===== config.mk =====
export PLATFORM = sky130hd
export DESIGN_NAME = regfile_stream_reader_flat
export DESIGN_NICKNAME = d
export VERILOG_FILES = /design/src/rtl/regfile_stream_reader_pkg.sv /design/src/rtl/regfile_stream_reader_if.sv /design/src/rtl/regfile_stream_reader_addr_gen.sv /design/src/rtl/regfile_stream_reader.sv /design/src/flat_wrapper.sv
export SDC_FILE = /design/constraint.sdc
export NUM_CORES = 1
export LEC_CHECK = 0
export ABC_AREA = 1
export BUFFER_PORTS_ARGS = -buffer_cell sky130_fd_sc_hd__buf_2
export CAP_MARGIN = 10
export CELL_PAD_IN_SITES_DETAIL_PLACEMENT = 1
export CELL_PAD_IN_SITES_GLOBAL_PLACEMENT = 2
export CORE_MARGIN = 2
export CORE_UTILIZATION = 28
export DETAILED_ROUTE_END_ITERATION = 8
export PLACE_DENSITY = 0.9
export REMOVE_ABC_BUFFERS = 1
export SLEW_MARGIN = 20
export SYNTH_ARGS = -nofsm -noshare
export SYNTH_HDL_FRONTEND = slang
export SYNTH_HIERARCHICAL = 1
export SYNTH_SLANG_ARGS = --single-unit

===== constraint.sdc =====
create_clock -name CLK -period 2.1 [get_ports CLK]
set_input_delay 0 -clock CLK [delete_from_list [all_inputs] [get_ports CLK]]
set_output_delay 0 -clock CLK [all_outputs]
set_load 0.05 [all_outputs]

===== src/rtl/regfile_stream_reader_pkg.sv =====
// Shared types and defaults for the register-file stream reader and its register file.
// Optional feature macro: REGFILE_READER_TRANSPOSE_EN (column-major tile walk).
package regfile_stream_reader_pkg;

  localparam int unsigned DATATYPE_SIZE_DEFAULT = 8;
  localparam int unsigned ADDR_WIDTH_DEFAULT    = 6;
  // Side of the square tile held by a full register file (8 for a 64-entry file).
  localparam int unsigned TILE_DIM              = 2 ** (ADDR_WIDTH_DEFAULT / 2);

  typedef enum logic [1:0] {
    ST_IDLE,
    ST_FETCH,
    ST_DRAIN,
    ST_FINISH
  } state_e;

endpackage


===== src/rtl/regfile_stream_reader_if.sv =====
// Valid/ready output stream of the register-file reader, with a last-beat marker.
interface regfile_stream_reader_if #(
  parameter int unsigned DATATYPE_SIZE = 8
);

  logic [DATATYPE_SIZE-1:0] out_data;
  logic                     out_valid;
  logic                     out_ready;
  logic                     out_last;

  modport master (output out_data, output out_valid, output out_last, input out_ready);
  modport slave  (input out_data, input out_valid, input out_last, output out_ready);

endinterface


===== src/rtl/regfile_stream_reader_addr_gen.sv =====
// Address generator (module regfile_addr_gen): idx counter, wrapping base+offset, last detect.
// With REGFILE_READER_TRANSPOSE_EN the offset can be idx with its halves swapped.
module regfile_addr_gen #(
  parameter int unsigned ADDR_WIDTH = 6
) (
  input  logic                  CLK,
  input  logic                  RSTN,
  input  logic                  cmd_load_i,
  input  logic                  step_i,
  input  logic [ADDR_WIDTH-1:0] base_addr_i,
  input  logic [ADDR_WIDTH:0]   len_i,
`ifdef REGFILE_READER_TRANSPOSE_EN
  input  logic                  transpose_i,
`endif
  output logic [ADDR_WIDTH-1:0] rf_addr_o,
  output logic                  last_o
);

  localparam logic [ADDR_WIDTH:0] ONE = (ADDR_WIDTH + 1)'(1);

  logic [ADDR_WIDTH-1:0] base_q;
  logic [ADDR_WIDTH:0]   len_q;
  logic [ADDR_WIDTH:0]   idx_q;
  logic [ADDR_WIDTH-1:0] offset;

`ifdef REGFILE_READER_TRANSPOSE_EN
  localparam int unsigned HALF = ADDR_WIDTH / 2;

  if ((ADDR_WIDTH % 2) != 0) begin : g_odd_width
    $error("regfile_addr_gen: transpose needs an even ADDR_WIDTH");
  end

  logic transpose_q;

  always_ff @(posedge CLK) begin
    if (!RSTN)           transpose_q <= 1'b0;
    else if (cmd_load_i) transpose_q <= transpose_i;
  end

  // Swapping row and column halves turns a row-major index into a column-major walk.
  assign offset = transpose_q ? {idx_q[HALF-1:0], idx_q[ADDR_WIDTH-1:HALF]}
                              : idx_q[ADDR_WIDTH-1:0];
`else
  assign offset = idx_q[ADDR_WIDTH-1:0];
`endif

  // NOTE: sequential state is written with non-blocking assignments so every
  // register samples pre-edge values, independent of process ordering.
  always_ff @(posedge CLK) begin
    if (!RSTN) begin
      base_q <= '0;
      len_q  <= '0;
      idx_q  <= '0;
    end else if (cmd_load_i) begin
      base_q <= base_addr_i;
      len_q  <= len_i;
      idx_q  <= '0;
    end else if (step_i) begin
      idx_q  <= idx_q + ONE;
    end
  end

  // Truncation to ADDR_WIDTH bits gives the wrap past the top entry.
  assign rf_addr_o = base_q + offset;
  assign last_o    = (idx_q == len_q - ONE);

endmodule


===== src/rtl/regfile_stream_reader.sv =====
// Read-side sequencer: sweeps a block of register-file entries onto a valid/ready stream.
// Optional macro REGFILE_READER_TRANSPOSE_EN adds a transpose input for column-major reads.
module regfile_stream_reader
  import regfile_stream_reader_pkg::*;
#(
  parameter int unsigned DATATYPE_SIZE = DATATYPE_SIZE_DEFAULT,
  parameter int unsigned ADDR_WIDTH    = ADDR_WIDTH_DEFAULT
) (
  input  logic                     CLK,
  input  logic                     RSTN,
  input  logic                     start,
  input  logic [ADDR_WIDTH-1:0]    base_addr,
  input  logic [ADDR_WIDTH:0]      len,
`ifdef REGFILE_READER_TRANSPOSE_EN
  input  logic                     transpose,
`endif
  output logic                     busy,
  output logic [ADDR_WIDTH-1:0]    rf_addr,
  input  logic [DATATYPE_SIZE-1:0] rf_rd_data,
  output logic                     done,
  regfile_stream_reader_if.master  out_if
);

  state_e                   state_q, state_d;
  logic [DATATYPE_SIZE-1:0] out_data_q, out_data_d;
  logic                     out_valid_q, out_valid_d;
  logic                     out_last_q, out_last_d;
  logic                     cmd_load, step, addr_last;

  regfile_addr_gen #(.ADDR_WIDTH(ADDR_WIDTH)) u_addr_gen (
    .CLK         (CLK),
    .RSTN        (RSTN),
    .cmd_load_i  (cmd_load),
    .step_i      (step),
    .base_addr_i (base_addr),
    .len_i       (len),
`ifdef REGFILE_READER_TRANSPOSE_EN
    .transpose_i (transpose),
`endif
    .rf_addr_o   (rf_addr),
    .last_o      (addr_last)
  );

  // NOTE: reset is synchronous, so it lives inside the clocked branch and
  // is only seen at a rising edge; there is no storage array to clear here.
  always_ff @(posedge CLK) begin
    if (!RSTN) begin
      state_q     <= ST_IDLE;
      out_data_q  <= '0;
      out_valid_q <= 1'b0;
      out_last_q  <= 1'b0;
    end else begin
      state_q     <= state_d;
      out_data_q  <= out_data_d;
      out_valid_q <= out_valid_d;
      out_last_q  <= out_last_d;
    end
  end

  // NOTE: every output of this block gets a default first, so no path leaves
  // a variable unassigned and no latch is inferred.
  always_comb begin
    state_d     = state_q;
    out_data_d  = out_data_q;
    out_valid_d = out_valid_q;
    out_last_d  = out_last_q;
    cmd_load    = 1'b0;
    step        = 1'b0;
    case (state_q)
      ST_IDLE: begin
        if (start) begin
          if (len != '0) begin
            cmd_load = 1'b1;
            state_d  = ST_FETCH;
          end else begin
            state_d  = ST_FINISH;
          end
        end
      end
      ST_FETCH: begin
        // Refill when the register is empty or its beat leaves this cycle.
        if (!out_valid_q || out_if.out_ready) begin
          out_data_d  = rf_rd_data;
          out_valid_d = 1'b1;
          out_last_d  = addr_last;
          step        = 1'b1;
          if (addr_last) state_d = ST_DRAIN;
        end
      end
      ST_DRAIN: begin
        if (out_valid_q && out_if.out_ready) begin
          out_valid_d = 1'b0;
          out_last_d  = 1'b0;
          state_d     = ST_FINISH;
        end
      end
      ST_FINISH: state_d = ST_IDLE;
      default:   state_d = ST_IDLE;
    endcase
  end

  assign busy             = (state_q == ST_FETCH) || (state_q == ST_DRAIN);
  assign done             = (state_q == ST_FINISH);
  assign out_if.out_data  = out_data_q;
  assign out_if.out_valid = out_valid_q;
  assign out_if.out_last  = out_last_q;

endmodule


===== src/flat_wrapper.sv =====
// flat-port wrapper written by rule: the top's interface ports become plain ports
module regfile_stream_reader_flat import regfile_stream_reader_pkg::*;
#(
  parameter int unsigned DATATYPE_SIZE = DATATYPE_SIZE_DEFAULT,
  parameter int unsigned ADDR_WIDTH    = ADDR_WIDTH_DEFAULT
)
  (CLK, RSTN, start, base_addr, len, busy, rf_addr, rf_rd_data, done, out_if_out_data, out_if_out_valid, out_if_out_last, out_if_out_ready);
  regfile_stream_reader_if #(.DATATYPE_SIZE(DATATYPE_SIZE)) out_if_i ();
  input  logic CLK;
  input  logic RSTN;
  input  logic start;
  input  logic [ADDR_WIDTH-1:0] base_addr;
  input  logic [ADDR_WIDTH:0] len;
  output logic busy;
  output logic [ADDR_WIDTH-1:0] rf_addr;
  input  logic [DATATYPE_SIZE-1:0] rf_rd_data;
  output logic done;
  output wire logic [$bits(out_if_i.out_data)-1:0] out_if_out_data;
  output wire logic [$bits(out_if_i.out_valid)-1:0] out_if_out_valid;
  output wire logic [$bits(out_if_i.out_last)-1:0] out_if_out_last;
  input wire logic [$bits(out_if_i.out_ready)-1:0] out_if_out_ready;
  assign out_if_out_data = out_if_i.out_data;
  assign out_if_out_valid = out_if_i.out_valid;
  assign out_if_out_last = out_if_i.out_last;
  assign out_if_i.out_ready = out_if_out_ready;
  regfile_stream_reader #(.DATATYPE_SIZE(DATATYPE_SIZE), .ADDR_WIDTH(ADDR_WIDTH)) u_core (.CLK(CLK), .RSTN(RSTN), .start(start), .base_addr(base_addr), .len(len), .busy(busy), .rf_addr(rf_addr), .rf_rd_data(rf_rd_data), .done(done), .out_if(out_if_i));
endmodule

[After elaboration in Yosys (flattened, before gate mapping)]
Index checks and enable logic that the tools add are counted.
Word-level totals
  flip-flop bits (word level): 32
  output and inout port bits: 18
  word-level logic and storage cells: 46
Cells by class
  reductions and logical operators: 11
  eq/ne operators: 8
  add/subtract/negate cells: 3
  bitwise gates (word level): 1
  muxes and demuxes: 16
Operator list (number)
  $mux 2: 5
  $mux 1: 8
  $pmux 2 s4: 1
  $add 7x1->7 const B: 1
  $eq 7x7->1: 1
  $reduce_bool 7->1: 1
  $sub 7x1->7 const B: 1
  $add 6x6->6: 1
  $ne 2x1->1 const B: 3
  $eq 2x2->1 const B: 2
  $pmux 1 s2: 2
  $reduce_and 4->1: 1
  $reduce_and 3->1: 1
  $eq 2x1->1 const B: 1
  $logic_not 2->1: 1
  $logic_or 1x1->1: 2
  $ne 2x2->1 const B: 1
  $reduce_and 2->1: 1
  $reduce_bool 2->1: 1
  $reduce_or 2->1: 1
  $logic_and 1x1->1: 1
  $logic_not 1->1: 1
  $not 1->1: 1

[Depth between registers and ports, before layout]
  word-level depth: 5
  gate-level depth with buffers: 17
  gate-level depth less buffers: 17

[Modules after synthesis]
The synthesis kept the hierarchy.
By module, submodules not included
  regfile_addr_gen: times used 1, cells each 168, area each 1164.9 um2
  regfile_stream_reader: times used 1, cells each 93, area each 621.8 um2

[Worst setup path after synthesis]
OpenSTA, ideal clock, no wires.
  path type: reg-to-output
  from: reg u_core.u_addr_gen.idx_q[0]
  to: out rf_addr[4]
  cell stages (with the launch flop): 6
  path buffers: 0
  slack: 0.256 ns
  data required time: 2.100 ns
  arrival time: 1.844 ns
  cells stage by stage: dfxtp_1 -> ha_1 -> fa_1 -> nand3_1 -> nand2_1 -> xor2_1
On the way
  cells in the longest elaborated chain, start to end: 1
RTL lines
  from (decl): RTL line regfile_stream_reader_addr_gen.sv:23  | logic [ADDR_WIDTH:0] idx_q;
  from (signal assigned): RTL line regfile_stream_reader_addr_gen.sv:59  | idx_q <= idx_q + ONE;
  $add 6x6->6: RTL line regfile_stream_reader_addr_gen.sv:64  | assign rf_addr_o = base_q + offset;
  to (decl): RTL line flat_wrapper.sv:15  | output logic [ADDR_WIDTH-1:0] rf_addr;
No other way between the ends.

[Final worst setup path]
Ends and elaborated chain as after synthesis.

==> flow_metrics.env <==
export IMPL_synth_ff_type="dfxtp_1"
export IMPL_p_leak_nw=1.19
export IMPL_critPathBufInv=1
export IMPL_synth_most_common_cell="nor2_1"
export IMPL_cp_slowest_stage_delay_ps=420
export IMPL_wl_met1_mm=2.02
export IMPL_cts_root_buf="clkbuf_8"
export IMPL_grtUsageTotal=0.139
export IMPL_drc_errors=0
export IMPL_gp_congestion=0.800
export IMPL_antenna_found_initial=0
export IMPL_yosysTopAreaCell="dfxtp_1"
export IMPL_antennaDiodeCount=0
export IMPL_htree_num_levels=2
export IMPL_num_rows=29
export IMPL_synth_common_cells="54 x nor2_1, 46 x nand2_1, 33 x inv_1"
export IMPL_firstDrtPassIters=4
export IMPL_clk_path_buf_depth=2
export IMPL_cts_tree="done"
export IMPL_fin_util=0.377
export IMPL_path_delay_family="adder cells"
export IMPL_netlist_area_sq_um=1790
export IMPL_yosysWarnings=6
export IMPL_antenna_left=0
export IMPL_numCtsBuffers=5
export IMPL_syn_area_per_cell_sq_um=6.85
export IMPL_rsz0062_at_grt="no"
export IMPL_cap_violations=0
export IMPL_pin_count=43
export IMPL_post_dp_hpwl_mm=3.46
export IMPL_slew_headroom=0.662
export IMPL_synthArstFlopShare=0
export IMPL_path_clk_slew_ps=70
export IMPL_crit_chain="ha_1 > fa_1 > nand3_1 > nand2_1 > xor2_1 > buf_2"
export IMPL_crit_fanout=6
export IMPL_cts_sinks=32
export IMPL_fin_crit_sh=0.900
export IMPL_drt_iter0_markers=44
export IMPL_die_area_sq_um=7040
export IMPL_area_growth_pct=32.6
export IMPL_timing_fmax_ghz=0.529
export IMPL_crit_slowest_cell="fa_1"
export IMPL_synth_cells=261
export IMPL_clk_insertion_delay_late_ps=280
export IMPL_p_per_area_nw_per_um2=1260
export IMPL_fillers=818
export IMPL_die_x_microns=83.9
export IMPL_grt_pass1_wl_mm=8.08
export IMPL_grt_overflow=0
export IMPL_setup_viol=0
export IMPL_worst_pin_slew_ps=506
export IMPL_critPathKind="reg2out"
export IMPL_hold_viol_final=0
export IMPL_core_area_sq_um=6280
export IMPL_initial_utilization=0.285
export IMPL_first_global_vias=1855
export IMPL_synth_area_leaders="dfxtp_1 36%, nor2_1 11%, nand2_1 9.7%"
export IMPL_synthDominantCellAreaShare=0.359
export IMPL_drive_above_1_share=0.187
export IMPL_synth_seq_cells=32
export IMPL_worstSetupEndpointType="output pin"
export IMPL_critPathRequiredTime_ps=2100
export IMPL_wl_mm=4.61
export IMPL_grt_max_degree=25
export IMPL_synth_edf_count=0
export IMPL_layout_min_cycle_time_ps=1890
export IMPL_highest_layer="met4"
export IMPL_hold_class="in2reg"
export IMPL_vias_per_cell=4.53
export IMPL_status="finished, final reports clean"
export IMPL_vias=1824
export IMPL_yosys_cell_types_count=27
export IMPL_skew_ps=5.16
export IMPL_arrival_ps=1890
export IMPL_io_buffers=42
export IMPL_setup_tns_ps=0
export IMPL_nets=362
export IMPL_wire_per_inst_microns=11.4
export IMPL_wl_met3_microns=165
export IMPL_dr_wl_met2_mm=2.41
export IMPL_die_h_microns=83.9
export IMPL_ir_drop_v=0.000670
export IMPL_cp_start_kind="flip-flop"
export IMPL_drv_slew=0
export IMPL_synth_seq_area_share=0.359
## metrics by stage
| step | instances | hold WS, ps | total power, mW | setup slack, ps | area, sq um |
|---|---|---|---|---|---|
| 2_1_floorplan | 256 | 135 | 2.10 | 76.7 | 1760 |
| 4_1_cts | 403 | 25.2 | 3.01 | 116 | 2350 |
| 3_5_place_dp | 377 | 235 | 2.47 | 127 | 2080 |
| 6_report | 403 | 24.4 | 2.98 | 210 | 2370 |
| 5_1_grt | 403 | 51.3 | 3.24 | 16.6 | 2370 |
| 3_3_place_gp | 377 | 226 | 2.44 | 274 | 2080 |
## cells by family after synthesis
group,count (synthesis),synth area share
AND/OR/NAND/NOR,123,0.284
AO/OA/AOI/OAI,43,0.126
flip-flops,32,0.359
adder cells (fa/ha/maj),12,0.0882
buffers and inverters,40,0.0896
XOR/XNOR,11,0.0539
## report_power, final
part,switching (mW),internal [mW],total [mW]
clock,0.224,0.261,0.485
combinational,1.11,0.488,1.60
sequential,0.132,0.766,0.898
## final cells by class
| type | instances | area, sq um | area share |
|---|---|---|---|
| clock buffer | 6 | 82.6 | 0.0349 |
| inverter | 35 | 131 | 0.0555 |
| clock inverter | 2 | 10.0 | 0.00423 |
| multi-input combinational | 189 | 1000 | 0.423 |
| timing repair buffer | 62 | 405 | 0.171 |
| tap | 77 | 96.3 | 0.0407 |
| sequential | 32 | 642 | 0.271 |
## flip-flops by register name, indices dropped and copies added, names as in the netlist
name	cells
u_core/u_addr_gen/base_q	6
u_core/out_if.out_last	1
u_core/out_if.out_valid	1
u_core/state_q	2
u_core/out_if.out_data	8
u_core/u_addr_gen/len_q	7
u_core/u_addr_gen/idx_q	7
## cells in the final DEF, fill, tap and decap left out, types with 5 or more instances in the layout
cell and instances:
nor3_1 5, nand3_1 12, ha_1 10, clkbuf_8 6, xor2_1 5, o21ai_0 27, dfxtp_1 31, nor2_1 53
xnor2_1 6, inv_1 33, buf_2 42, nand2_1 46, a21oi_1 12, dlygate4sd3_1 18
## metal layers
layer  global-route usage  vias to the layer above
li1                     -                      949
met5                    0                        -
met2                0.249                       26
met1                0.164                      847
met4               0.0396                        0
met3               0.0307                        2
## path summary, 6_finish.rpt
check	to	start	slack [ps]	depth (start not counted)
hold reg to reg	u_core/out_if.out_last	u_core/out_if.out_last	470	2
setup / recovery	rf_addr[4]	u_core/u_addr_gen/idx_q[0]	210	6
setup reg to reg	u_core/state_q[1]	u_core/u_addr_gen/len_q[0]	280	15
hold / removal	u_core/u_addr_gen/len_q[1]	len[1]	20	3
## worst min-delay path, stage by stage
cell and delay (ps):
buf_2 90, o21ai_0 70, a21oi_1 100
## repair_timing
| item | CTS | global route |
|---|---|---|
| gates resized for setup | 0 | 4 |
| hold buffers | 18 | 0 |
| buffers inserted | 0 | 0 |
| endpoints found under the hold margin | 18 | 0 |
| setup endpoints to repair | 0 | 2 |
No activity file was read; power rests on OpenSTA's default activity.
